File: config.mk
export PLATFORM = sky130hd
export DESIGN_NAME = spi_flash_reader
export DESIGN_NICKNAME = d
export VERILOG_FILES = /design/src/rtl/spi_flash_reader.sv
export SDC_FILE = /design/constraint.sdc
export NUM_CORES = 1
export LEC_CHECK = 0
export CORE_UTILIZATION = 50
export DETAILED_ROUTE_END_ITERATION = 10
export PLACE_DENSITY = 0.73
export SLEW_MARGIN = 20
export SYNTH_ARGS = -nofsm -noshare
export SYNTH_HDL_FRONTEND = slang
export SYNTH_SLANG_ARGS = --single-unit
File: constraint.sdc
create_clock -name clk -period 2.1 [get_ports clk]
set_input_delay 0.315 -clock clk [delete_from_list [all_inputs] [get_ports clk]]
set_output_delay 0.315 -clock clk [all_outputs]
set_load 0.1 [all_outputs]
File: src/rtl/spi_flash_reader.sv
// Single-IO SPI flash read initiator: issues 0x03 READ frames (cmd + 24-bit address,
// then 32 data bits) and returns one little-endian word per request.
module spi_flash_reader #(
    parameter int unsigned CLK_DIV = 1,
    parameter bit          WAKE    = 1'b1
) (
    input  logic        clk,
    input  logic        reset,
    input  logic        req_valid,
    output logic        req_ready,
    input  logic [23:0] req_addr,
    output logic        rsp_valid,
    output logic [31:0] rsp_data,
    output logic        busy,
    output logic        flash_csb,
    output logic        flash_clk,
    output logic        flash_io0,
    input  logic        flash_io1
);

    localparam logic [2:0] S_WAKE_SH  = 3'd0;
    localparam logic [2:0] S_WAKE_GAP = 3'd1;
    localparam logic [2:0] S_IDLE     = 3'd2;
    localparam logic [2:0] S_SETUP    = 3'd3;
    localparam logic [2:0] S_SHIFT    = 3'd4;
    localparam logic [2:0] S_HOLD     = 3'd5;
    localparam logic [2:0] S_GAP      = 3'd6;

    localparam logic [7:0] DIV_LAST   = 8'(CLK_DIV - 1);
    localparam logic [6:0] FRAME_BITS = 7'd64;
    localparam logic [6:0] WAKE_BITS  = 7'd8;

    logic [2:0]  r_state;
    logic [7:0]  r_div;
    logic [6:0]  r_bit_cnt;
    logic [31:0] r_tx;
    logic [31:0] r_rx;
    logic        r_sck;
    logic        r_csb;
    logic        r_ready;
    logic        r_rsp_valid;
    logic [31:0] r_rsp_data;

    logic        w_div_done;
    logic [6:0]  w_bit_cnt_inc;
    logic [31:0] w_rx_next;
    logic [31:0] w_rx_word;
    logic [23:0] w_word_addr;
    logic [31:0] w_tx_next;

    assign w_div_done    = (r_div == DIV_LAST);
    assign w_bit_cnt_inc = (r_bit_cnt == FRAME_BITS) ? r_bit_cnt : r_bit_cnt + 7'd1;
    assign w_rx_next     = {r_rx[30:0], flash_io1};
    assign w_tx_next     = {r_tx[30:0], 1'b0};
    assign w_word_addr   = req_addr & 24'hFF_FFFC;
    // First byte received lands in the top of the shifter; it is the word's LSB.
    assign w_rx_word     = {r_rx[7:0], r_rx[15:8], r_rx[23:16], r_rx[31:24]};

    // Only the command and address are shifted out; the zero fill drives io0 low
    // for the 32 data periods.
    always_ff @(posedge clk) begin
        if (reset) begin
            // NOTE: every state register uses <= so all of them update from the
            // same pre-edge values, keeping the pins and the FSM in lockstep.
            r_state     <= WAKE ? S_WAKE_SH : S_IDLE;
            r_div       <= '0;
            r_bit_cnt   <= '0;
            r_tx        <= '0;
            r_rx        <= '0;
            r_sck       <= 1'b0;
            r_csb       <= 1'b1;
            r_ready     <= 1'b0;
            r_rsp_valid <= 1'b0;
            r_rsp_data  <= '0;
        end else begin
            r_rsp_valid <= 1'b0;
            case (r_state)
                S_WAKE_SH: begin
                    if (r_csb) begin
                        r_csb     <= 1'b0;
                        r_tx      <= {8'hAB, 24'h00_0000};
                        r_div     <= '0;
                        r_bit_cnt <= '0;
                    end else if (!w_div_done) begin
                        r_div <= r_div + 8'd1;
                    end else begin
                        r_div <= '0;
                        if (r_bit_cnt == WAKE_BITS) begin
                            r_csb   <= 1'b1;
                            r_state <= S_WAKE_GAP;
                        end else if (!r_sck) begin
                            r_sck <= 1'b1;
                        end else begin
                            r_sck     <= 1'b0;
                            r_tx      <= w_tx_next;
                            r_bit_cnt <= w_bit_cnt_inc;
                        end
                    end
                end

                S_WAKE_GAP, S_GAP: begin
                    if (!w_div_done) begin
                        r_div <= r_div + 8'd1;
                    end else begin
                        r_div   <= '0;
                        r_ready <= 1'b1;
                        r_state <= S_IDLE;
                    end
                end

                S_IDLE: begin
                    if (r_ready && req_valid) begin
                        r_ready   <= 1'b0;
                        r_csb     <= 1'b0;
                        r_tx      <= {8'h03, w_word_addr};
                        r_div     <= '0;
                        r_bit_cnt <= '0;
                        r_state   <= S_SETUP;
                    end else begin
                        r_ready <= 1'b1;
                    end
                end

                S_SETUP: begin
                    if (!w_div_done) begin
                        r_div <= r_div + 8'd1;
                    end else begin
                        r_div   <= '0;
                        r_sck   <= 1'b1;
                        r_rx    <= w_rx_next;
                        r_state <= S_SHIFT;
                    end
                end

                S_SHIFT: begin
                    if (!w_div_done) begin
                        r_div <= r_div + 8'd1;
                    end else begin
                        r_div <= '0;
                        if (!r_sck) begin
                            r_sck <= 1'b1;
                            r_rx  <= w_rx_next;
                        end else begin
                            r_sck     <= 1'b0;
                            r_tx      <= w_tx_next;
                            r_bit_cnt <= w_bit_cnt_inc;
                            if (r_bit_cnt == FRAME_BITS - 7'd1) begin
                                r_state <= S_HOLD;
                            end
                        end
                    end
                end

                S_HOLD: begin
                    if (!w_div_done) begin
                        r_div <= r_div + 8'd1;
                    end else begin
                        r_div       <= '0;
                        r_csb       <= 1'b1;
                        r_rsp_valid <= 1'b1;
                        r_rsp_data  <= w_rx_word;
                        r_state     <= S_GAP;
                    end
                end

                default: begin
                    r_csb   <= 1'b1;
                    r_sck   <= 1'b0;
                    r_ready <= 1'b0;
                    r_state <= S_IDLE;
                end
            endcase
        end
    end

    assign req_ready = r_ready;
    assign rsp_valid = r_rsp_valid;
    assign rsp_data  = r_rsp_data;
    assign flash_csb = r_csb;
    assign flash_clk = r_sck;
    assign flash_io0 = r_tx[31];
    assign busy      = ~r_csb | (r_state == S_WAKE_SH) | (r_state == S_WAKE_GAP);

endmodule

==> implementation parameters, run 1 <==
Parameter                              Value

Clocking
  Number of buffers on the longest clock path ... 2
  Clock Latency Late Sink ... 0.52 ns
  Clock transition at the registers of the reported paths ... 0.06 ns
  Total clock sinks ... 118
  Cell chosen for the clock root ... sky130_fd_sc_hd__clkbuf_8
  Total clock buffers created by CTS ... 17
  Number of hold-repair buffers added at the cts stage ... 0
  Number of H-tree levels ... 4
  Clock tree from TritonCTS ... built

Final layout
  Post-route insts no fill ... 813
  Core Util, Final ... 65.1%
  Area delta synth->final ... 25.9%
  Antenna Diode Count ... 0
  Layout fillers ... 858
  Proportion of layout cells with a drive suffix above 1 ... 17.9%
  Number of nets in the finished design ... 699

Timing
  Ratio of final minimum period to clock period ... 94.7%
  WHS ... 0.305 ns
  Worst path setup slack after routing ... 0.112 ns
  Hold Vio Cnt, Final ... 0
  Final count of pins violating max slew ... 0
  Number of setup violations in the final report ... 0
  Timing-limited maximum frequency ... 0.503 GHz
  Worst max-slew margin expressed relative to the limit ... 67.7%
  Slew at the pin closest to its max-slew limit ... 0.483 ns
  Clock skew after layout ... 0.00940 ns
  Final critical delay including setup and external delays ... 1.99 ns

Global routing
  Number of global-route vias before repair ... 4185
  Wire length of the first global-routing pass ... 18800 um
  Grt met3 use ... 5.69%
  Combined global-route utilization of all metal layers ... 22.5%
  Final global-route overflow total ... 0
  Most utilized layer in the global route result ... met2
  Met1 routing resource usage after global routing ... 28.1%
  Largest net degree at the start of global routing ... 106
  Antenna violations before repair ... 0
  Global-route met2 utilization ... 38.2%

Worst setup path
  Data required time at the worst endpoint ... 2.52 ns
  Crit path kind ... reg2reg
  CP endpoint kind ... flip-flop
  Data arrival at the endpoint of the critical path ... 2.41 ns
  Startpoint type of the worst setup path ... flip-flop
  Maximum fanout along the worst path ... 17

Die
  Die boundary width ... 103 um
  Number of top-level design ports ... 66
  Cell row count ... 36
  Starting utilization of the core area ... 51.7%
  Die extent in y ... 103 um
  Core Footprint ... 9820 sq um
  Area enclosed by the die boundary ... 10600 sq um

Yosys
  Part of the Yosys area used for sequential elements ... 46.5%
  Synthesized area per cell ... 8.38 sq um
  Most area-consuming cells after synthesis ... sky130_fd_sc_hd__dfxtp_1 (46%), sky130_fd_sc_hd__nand2_1 (11%), sky130_fd_sc_hd__a21oi_1 (7.3%)
  Share of synthesized registers carrying an async set or reset ... 0%
  Area leader, netlist ... sky130_fd_sc_hd__dfxtp_1
  Cell types with the highest counts after synthesis ... sky130_fd_sc_hd__nand2_1 (150), sky130_fd_sc_hd__dfxtp_1 (118), sky130_fd_sc_hd__a21oi_1 (74)
  Most used flip-flop cell after synthesis ... sky130_fd_sc_hd__dfxtp_1
  Post-Synthesis Net Count ... 638
  Synthesis-stage register bit count ... 118
  Post-synth EDFFs ... 0
  Fraction of synthesized cell area taken by the top area cell type ... 46.5%
  Synth Cell Area ... 5080 sq um
  Number of unique standard cell types used by synthesis ... 54
  Cells after synthesis ... 606
  Number of warnings reported in the yosys synthesis log ... 0
  Top-count cell post-synth ... sky130_fd_sc_hd__nand2_1

Power and ir drop
  Power Dens Cells ... 833 nW/um^2
  Peak ir drop on the vdd network ... 0.558 mV
  Psw ... 1.26 mW
  Combinational cell fraction of total power ... 4.8%
  Share of power burned in registers ... 42.6%
  Leak Pwr ... 2.27 nW
  Internal Pwr Total ... 4.07 mW
  Clock network power share ... 52.6%
  Switching share of total power ... 23.6%

Drt
  Drt drc ... 0
  Drt total wl ... 11100 um
  DRT antenna net count ... 0
  Number of detailed-route iterations in the first pass ... 5
  Total via count in the routed design ... 4507
  Detailed-route vias per instance ... 5.54
  Detail-routed net length per standard cell ... 13.6 um
  Number of design-rule violations left by the first detailed-router iteration ... 300

Place
  Count of input and output buffers ... 63
  HPWL after DPL ... 6950 um
  Final GP Congestion ... 0.910
  Dpl ws ... -0.0352 ns
  Placed cell count ... 777

Outcome
  Result of the run ... finished, final reports clean

Run
  Max-cap check violation count ... 0

Min path
  Class of the most critical hold timing path ... in2reg
[through the flow]
stage / total power [mW] / area [sq um] / setup TNS [ns]
floorplan: 2.47 / 5090 / 0
global placement: 2.57 / 5770 / 0
detailed placement: 2.57 / 5770 / -0.100
CTS: 5.38 / 6350 / 0
global route: 5.51 / 6400 / -0.112
finish: 5.33 / 6400 / 0
[routing by layer]
metal  vias up  wire (um)
li1       2230          -
met1      2135       4860
met2       129       5500
met3        13        580
met4         0        111
met5         -          0
[flip-flops by register name (all words and copies together) (netlist names)]
| name | count |
|---|---|
| flash_clk | 1 |
| flash_csb | 1 |
| r_bit_cnt | 7 |
| r_div | 8 |
| r_rx | 32 |
| r_state | 3 |
| r_tx | 32 |
| req_ready | 1 |
| rsp_data | 32 |
| rsp_valid | 1 |
[timing repair]
action,in CTS,in global routing
resized for setup,0,2
endpoints found under the setup margin,0,27
setup buffers,0,4
[worst max-delay path, stage by stage, from the launching register on]
cell and delay [ns]:
sky130_fd_sc_hd__dfxtp_1 0.34, sky130_fd_sc_hd__inv_1 0.06, sky130_fd_sc_hd__ha_1 0.17, sky130_fd_sc_hd__nor4b_2 0.16
sky130_fd_sc_hd__and2_2 0.23, sky130_fd_sc_hd__o311ai_4 0.42, sky130_fd_sc_hd__a21oi_4 0.10, sky130_fd_sc_hd__buf_12 0.18
sky130_fd_sc_hd__o32ai_1 0.23
[worst paths after layout]
kind,end,slack [ns],cells past startpoint,start
worst min-delay path,flash_csb$_SDFFE_PP1P_,0.31,3,reset
worst min register to register,rsp_data[23]$_SDFFE_PP0P_,0.45,2,rsp_data[23]$_SDFFE_PP0P_
worst max-delay path,r_tx[17]$_SDFFE_PP0P_,0.11,8,r_div[1]$_SDFFE_PP0P_
worst max register to register,r_tx[17]$_SDFFE_PP0P_,0.11,8,r_div[1]$_SDFFE_PP0P_
[placed cells by master, fill, tap and decap left out, types with 3 or more instances in the layout]
master,instances
sky130_fd_sc_hd__nand2_1,150
sky130_fd_sc_hd__nor3_1,5
sky130_fd_sc_hd__and3_1,5
sky130_fd_sc_hd__buf_12,7
sky130_fd_sc_hd__inv_1,35
sky130_fd_sc_hd__clkinv_4,5
sky130_fd_sc_hd__a21oi_1,74
sky130_fd_sc_hd__nor2b_1,5
sky130_fd_sc_hd__dfxtp_2,3
sky130_fd_sc_hd__clkbuf_16,16
sky130_fd_sc_hd__nor3b_1,4
sky130_fd_sc_hd__o32ai_1,21
sky130_fd_sc_hd__and2_1,5
sky130_fd_sc_hd__a32o_1,4
sky130_fd_sc_hd__dfxtp_1,115
sky130_fd_sc_hd__a22oi_1,22
sky130_fd_sc_hd__o21ai_0,18
sky130_fd_sc_hd__o32ai_2,6
sky130_fd_sc_hd__clkdlybuf4s50_1,24
sky130_fd_sc_hd__buf_4,59
sky130_fd_sc_hd__nand3_1,9
sky130_fd_sc_hd__nand4_1,8
sky130_fd_sc_hd__xor2_1,6
sky130_fd_sc_hd__inv_6,6
sky130_fd_sc_hd__nor2_1,18
sky130_fd_sc_hd__ha_1,4
[kinds of logic after synthesis]
family / share of synthesized area, %
and+or+nand+nor: 19.6
xor gates and xnor gates: 1.21
AOI/OAI and AO/OA: 23.4
buffers and inverters: 7.98
DFF: 46.5
muxes: 0.394
adders and majority gates: 0.985
[area by class of cell]
type	count	area (sq um)	area share [%]
inverters	35	131	2.05
repair buffers	90	823	12.9
well taps	133	166	2.60
flip-flops and latches	118	2370	37.0
multi-input cells	405	2330	36.4
clock buffers	17	414	6.47
clock inverters	15	166	2.60
[power groups by stage]
stage / Combinational (mW) / Sequential (mW) / Clock [mW]
after global routing: 0.275 / 2.27 / 2.97
after CTS: 0.255 / 2.27 / 2.85
after detailed placement: 0.254 / 2.32 / 0
after global placement: 0.250 / 2.32 / 0
final: 0.257 / 2.27 / 2.80
after floorplan: 0.129 / 2.34 / 0
Power figures use the tool's default switching activity.
==> run 2: changes to the inputs <==
Settings changed: SKIP_CTS_REPAIR_TIMING set to 1, TNS_END_PERCENT set to 10.
==> results of run 2 <==
Same layout as run 1: the final DEF is identical, and so are final timing and power.
